**src/rtl/if_fetch.sv**
```systemverilog
// Instruction-fetch stage: owns the PC, drives the ROM, buffers {pc, inst} for decode.
// Optional build macro IF_ADDR_EXC_EN enables misaligned-PC address-error entries.
module if_fetch #(
  parameter logic [31:0] RESET_PC  = 32'h0000_0000,
  parameter int          BUF_DEPTH = 2
) (
  input  logic        clk,
  input  logic        rst,
  input  logic        stall_i,
  input  logic        flush_i,
  input  logic [31:0] flush_pc_i,
  input  logic        branch_flag_i,
  input  logic [31:0] branch_target_i,
  output logic        rom_ce_o,
  output logic [31:0] rom_addr_o,
  input  logic [31:0] rom_inst_i,
  output logic        id_valid_o,
  input  logic        id_ready_i,
  output logic [31:0] id_pc_o,
  output logic [31:0] id_inst_o,
  output logic        id_adel_o
);

  localparam int PTR_W = $clog2(BUF_DEPTH);
  localparam int CNT_W = $clog2(BUF_DEPTH + 1);
  localparam logic [CNT_W-1:0] FULL_CNT = CNT_W'(BUF_DEPTH);

  typedef enum logic {
    ST_OFF = 1'b0,
    ST_RUN = 1'b1
  } state_t;

  state_t           state_reg, state_next;
  logic             run;

  logic [31:0]      pc_reg, pc_next;
  logic             pend_valid_reg, pend_valid_next;
  logic [31:0]      pend_target_reg, pend_target_next;
  logic [PTR_W-1:0] wr_ptr_reg, wr_ptr_next;
  logic [PTR_W-1:0] rd_ptr_reg, rd_ptr_next;
  logic [CNT_W-1:0] count_reg, count_next;

  logic [31:0]      pc_mem   [BUF_DEPTH];
  logic [31:0]      inst_mem [BUF_DEPTH];

  logic             halt;
  logic             misaligned;
  logic             hs;
  logic             enq;
  logic             deq;
  logic [31:0]      cap_inst;
  logic [31:0]      redirect_pc;
  logic [31:0]      fetch_next_pc;

  // Without address-error support a loaded PC is forced word-aligned.
  function automatic logic [31:0] load_pc(input logic [31:0] a);
`ifdef IF_ADDR_EXC_EN
    return a;
`else
    return {a[31:2], 2'b00};
`endif
  endfunction

  // ---------------------------------------------------------------- FSM
  always_ff @(posedge clk or negedge rst) begin
    if (!rst) begin
      state_reg <= ST_OFF;
    end else begin
      state_reg <= state_next;
    end
  end

  always_comb begin
    state_next = state_reg;
    run        = 1'b0;
    case (state_reg)
      ST_OFF: state_next = ST_RUN;
      ST_RUN: run = 1'b1;
      default: state_next = ST_OFF;
    endcase
  end

  assign rom_ce_o   = run;
  assign rom_addr_o = pc_reg;

  // ---------------------------------------------------------------- handshake
  assign id_valid_o = (count_reg != '0);
  assign hs         = id_valid_o & id_ready_i;
  assign deq        = hs & ~flush_i;
  // A full buffer still accepts when the head leaves in the same cycle.
  assign enq        = run & ~stall_i & ~flush_i & ~halt & ((count_reg < FULL_CNT) | hs);

  // ---------------------------------------------------------------- next state
  always_comb begin
    pc_next          = pc_reg;
    pend_valid_next  = pend_valid_reg;
    pend_target_next = pend_target_reg;
    wr_ptr_next      = wr_ptr_reg;
    rd_ptr_next      = rd_ptr_reg;
    count_next       = count_reg;

    redirect_pc   = branch_flag_i ? branch_target_i : pend_target_reg;
    fetch_next_pc = (branch_flag_i | pend_valid_reg) ? load_pc(redirect_pc)
                                                     : pc_reg + 32'd4;

    if (flush_i) begin
      pc_next         = load_pc(flush_pc_i);
      pend_valid_next = 1'b0;
      wr_ptr_next     = '0;
      rd_ptr_next     = '0;
      count_next      = '0;
    end else begin
      if (enq) begin
        pc_next         = fetch_next_pc;
        pend_valid_next = 1'b0;
        wr_ptr_next     = wr_ptr_reg + PTR_W'(1);
      end else if (branch_flag_i) begin
        pend_valid_next  = 1'b1;
        pend_target_next = branch_target_i;
      end

      if (deq) begin
        rd_ptr_next = rd_ptr_reg + PTR_W'(1);
      end

      case ({enq, deq})
        2'b10:   count_next = count_reg + CNT_W'(1);
        2'b01:   count_next = count_reg - CNT_W'(1);
        default: count_next = count_reg;
      endcase
    end
  end

  always_ff @(posedge clk or negedge rst) begin
    if (!rst) begin
      pc_reg          <= RESET_PC;
      pend_valid_reg  <= 1'b0;
      pend_target_reg <= '0;
      wr_ptr_reg      <= '0;
      rd_ptr_reg      <= '0;
      count_reg       <= '0;
    end else begin
      pc_reg          <= pc_next;
      pend_valid_reg  <= pend_valid_next;
      pend_target_reg <= pend_target_next;
      wr_ptr_reg      <= wr_ptr_next;
      rd_ptr_reg      <= rd_ptr_next;
      count_reg       <= count_next;
    end
  end

  // ---------------------------------------------------------------- buffer
  assign cap_inst = misaligned ? 32'h0 : rom_inst_i;

  always_ff @(posedge clk) begin
    if (enq) begin
      pc_mem[wr_ptr_reg]   <= pc_reg;
      inst_mem[wr_ptr_reg] <= cap_inst;
    end
  end

  assign id_pc_o   = id_valid_o ? pc_mem[rd_ptr_reg]   : 32'h0;
  assign id_inst_o = id_valid_o ? inst_mem[rd_ptr_reg] : 32'h0;

`ifdef IF_ADDR_EXC_EN
  logic halt_reg;
  logic adel_mem [BUF_DEPTH];

  assign misaligned = |pc_reg[1:0];
  assign halt       = halt_reg;

  // A misaligned fetch is recorded once, then fetch waits for a flush.
  always_ff @(posedge clk or negedge rst) begin
    if (!rst) begin
      halt_reg <= 1'b0;
    end else if (flush_i) begin
      halt_reg <= 1'b0;
    end else if (enq && misaligned) begin
      halt_reg <= 1'b1;
    end
  end

  always_ff @(posedge clk) begin
    if (enq) begin
      adel_mem[wr_ptr_reg] <= misaligned;
    end
  end

  assign id_adel_o = id_valid_o & adel_mem[rd_ptr_reg];
`else
  assign misaligned = 1'b0;
  assign halt       = 1'b0;
  assign id_adel_o  = 1'b0;
`endif

endmodule

```
**config.mk**
```make
export PLATFORM = sky130hd
export DESIGN_NAME = if_fetch
export DESIGN_NICKNAME = d
export VERILOG_FILES = /design/src/rtl/if_fetch.sv
export SDC_FILE = /design/constraint.sdc
export NUM_CORES = 1
export LEC_CHECK = 0
export ABC_AREA = 1
export CAP_MARGIN = 20
export CORE_UTILIZATION = 46
export DETAILED_ROUTE_END_ITERATION = 6
export GPL_TIMING_DRIVEN = 0
export HOLD_SLACK_MARGIN = 0.03
export PLACE_DENSITY_LB_ADDON = 0.05
export SLEW_MARGIN = 15
export SYNTH_ARGS = -nofsm -noshare
export SYNTH_HDL_FRONTEND = slang
export SYNTH_SLANG_ARGS = --single-unit
```
**constraint.sdc**
```tcl
create_clock -name clk -period 4.05 [get_ports clk]
set_clock_uncertainty 0.15 [all_clocks]
set_input_delay 1.0125 -clock clk [delete_from_list [all_inputs] [get_ports clk]]
set_output_delay 1.0125 -clock clk [all_outputs]
set_load 0.01 [all_outputs]
```
==> summary.md <==
| Metric | Value |
|---|---|
| Syn Std Cell Area | `8980 um^2` |
| Synth-to-layout area growth | `32.5%` |
| Outcome | `complete, no violations` |
| DRC Markers | `0` |
| Htree depth | `4` |
| Worst-Skew Late Latency | `0.43 ns` |
| Initial antenna violation count | `0` |
| Synth area leader | `edfxtp_1` |
| Min cycle time layout | `3.73 ns` |
| 1st-pass router iterations | `7` |
| Switching Share | `0.320` |
| Post-synth top area share | `0.414` |
| Int Power | `0.00375 W` |
| Final WL | `22900 um` |
| Placer Congestion | `0.870` |
| Clock-pin slew on the worst setup and hold paths | `0.08 ns` |
| Synthesis-stage register bit count | `190` |
| Post-CTS Setup Repair Bufs | `0` |
| CP Data Arrival Time | `2.57 ns` |
| Worst vdd ir | `0.317 mV` |
| Max reg flops | `64` |
| Critical path required time | `2.89 ns` |
| Endpoints failing hold | `0` |
| Cells after Synth | `1008` |
| First-pass GRT wire length | `36000 um` |
| Row count | `50` |
| Cell mode on critical path | `clkbuf_1` |
| Tot Pwr | `0.00551 W` |
| Tightest Pin Transition | `0.591 ns` |
| Die Area | `20100 um^2` |
| Sink Count | `190` |
| Worst Hold Class | `in2async` |
| Part of the power in registers | `0.428` |
| Final setup viols | `0` |
| Clock power share | `0.292` |
| Layout Nets | `1328` |
| Final slew viol count | `0` |
| Cell Pwr Density | `462 nW/um^2` |
| Fin cells | `1498` |
| Core area | `19000 um^2` |
| MaxCap Viol Count | `0` |
| Synth area leaders | `edfxtp_1, dfrtp_1, nand2_1` |
| R2R Setup Slk | `2.03 ns` |
| FMAX | `268 MHz` |
| CP max FO | `10` |
| IO buf count | `189` |
| WP buf/inv | `4` |
| Top reg by flops | `inst_mem` |
| Cell area after placement | `11300 um^2` |
| CP startpoint kind | `flip-flop` |
| Register Area | `5380 um^2` |
| Initial core utilization | `0.474` |
| Comb power frac | `0.280` |
| Fin Setup TNS | `0 ns` |
| Crit path cell chain | `clkbuf_1, inv_2, clkbuf_1, nand2_1, a21oi_1, clkdlybuf4s50_1` |
| Fillers | `1645` |
| Max_slew headroom | `0.605` |
| Biggest cell delay along the critical path | `0.60 ns` |
| Placed insts | `1466` |
| Most frequent cells in the layout | `nand2_1, clkdlybuf4s50_1, edfxtp_1` |
| PostCTS Resize Cnt | `0` |
| Fin crit share | `0.921` |
| Biggest regs | `inst_mem x64, pc_mem x60` |
| Worst hold slack | `0.282 ns` |
| Grt ovf | `0` |
| Die Wd | `142 um` |
| YS warnings | `0` |
| ANT cells | `0` |
| Largest net degree at the start of global routing | `54` |
| All-Layer GR Usage | `0.236` |
| Avg Cell Area, Syn | `8.91 um^2` |
| Antenna Nets Post-Route | `0` |
| Crit path max-delay family | `buffers and inverters` |
| Root Buffer | `clkbuf_16` |
| CP max-delay cell | `clkdlybuf4s50_1` |
| CTS buffer count | `17` |
| IO Pins | `201` |
| Vias | `7347` |
| DP HPWL | `16700 um` |
| Yosys cell types | `35` |
| Vias in the first global route | `6824` |
| Register area share after synthesis | `0.598` |
| Pleak | `4.73 nW` |
| CP endpoint kind | `output port` |
| Psw | `0.00176 W` |
| Via density per instance | `4.90` |
| Area occupied by multi-input gates | `3110 um^2` |
| Final Instance Area | `11900 um^2` |
| Worst setup path category | `reg2out` |
| Per-cell routed wire length | `15.3 um` |
| Hold-fix buffer count after cts | `0` |
| Share of layout cells above drive strength 1 | `0.0679` |
| Die height | `142 um` |
| Commonest non-fill, non-tap cell in the layout | `nand2_1` |
| Max clock buf depth | `2` |
| CTS tree | `yes` |
| Unrepaired setup endpoints after global routing | `false` |
| Drt initial violations | `426` |
-- routing by layer --
| layer | GRT usage | up-vias | wire (um) | share of wire |
|---|---|---|---|---|
| met5 | 0 | - | 0 | 0 |
| met4 | 0.0577 | 0 | 295 | 0.013 |
| met3 | 0.0445 | 26 | 1420 | 0.062 |
| met2 | 0.391 | 238 | 10900 | 0.47 |
| met1 | 0.321 | 3349 | 10400 | 0.45 |
| li1 | - | 3734 | - | - |
-- per-stage QoR --
step                setup slack (ns)  utilization
floorplan                      0.466            -
global placement               -1.01        0.592
detailed placement             0.753        0.598
CTS                            0.271        0.628
global route                   0.114        0.628
finish                         0.321        0.628
-- power groups by stage --
stage / clock network [W] / registers (W) / logic (W)
after global placement: 0 / 0.00239 / 0.00153
after detailed placement: 0 / 0.00239 / 0.00155
after CTS: 0.00164 / 0.00235 / 0.00156
after floorplan: 0 / 0.00237 / 0.000727
after global routing: 0.00173 / 0.00237 / 0.00170
final: 0.00161 / 0.00235 / 0.00154
-- final timing paths --
path                       cells past startpoint          startpoint                  to
min in group clk                               2  pend_target_reg[3]  pend_target_reg[3]
hold / removal                                 1                 rst           state_reg
max in group asynchronous                      2                 rst      rom_addr_o[29]
setup / recovery                               6          rd_ptr_reg         id_pc_o[10]
hold reg to reg                                2  pend_target_reg[3]  pend_target_reg[3]
setup reg to reg                              10       rom_addr_o[3]      rom_addr_o[24]
-- kinds of logic after synthesis --
logic type / after synthesis / synth area share
AO/OA/AOI/OAI: 181 / 0.105
XOR/XNOR: 6 / 0.00585
adder cells (fa/ha/maj): 1 / 0.00139
buffers and inverters: 119 / 0.0585
flip-flops: 190 / 0.598
multiplexers: 1 / 0.00111
other: 2 / 0.000836
AND/OR/NAND/NOR: 508 / 0.229
-- Yosys cell counts (all sizes together) --
| cell type | n |
|---|---|
| o22ai | 2 |
| o21ai | 76 |
| xor2 | 2 |
| conb | 2 |
| nand2 | 372 |
| nand4 | 1 |
| nor2 | 89 |
| inv | 64 |
| ha | 1 |
| edfxtp | 124 |
| dfrtp | 66 |
| clkbuf | 34 |
| nor3 | 1 |
| a21o | 2 |
| buf | 21 |
| o21bai | 8 |
| nand3 | 41 |
| and2 | 2 |
| a21oi | 89 |
| o211ai | 3 |
| nand3b | 2 |
| o21a | 1 |
| xnor2 | 4 |
| mux2i | 1 |
-- cell type report --
class | count | area share
Tap cell | 260 | 0.0273
Multi-Input combinational cell | 703 | 0.262
Timing Repair Buffer | 194 | 0.168
Sequential cell | 190 | 0.451
Buffer | 55 | 0.0240
Inverter | 64 | 0.0202
Clock inverter | 15 | 0.0123
Clock buffer | 17 | 0.0357
Power figures use the tool's default switching activity.
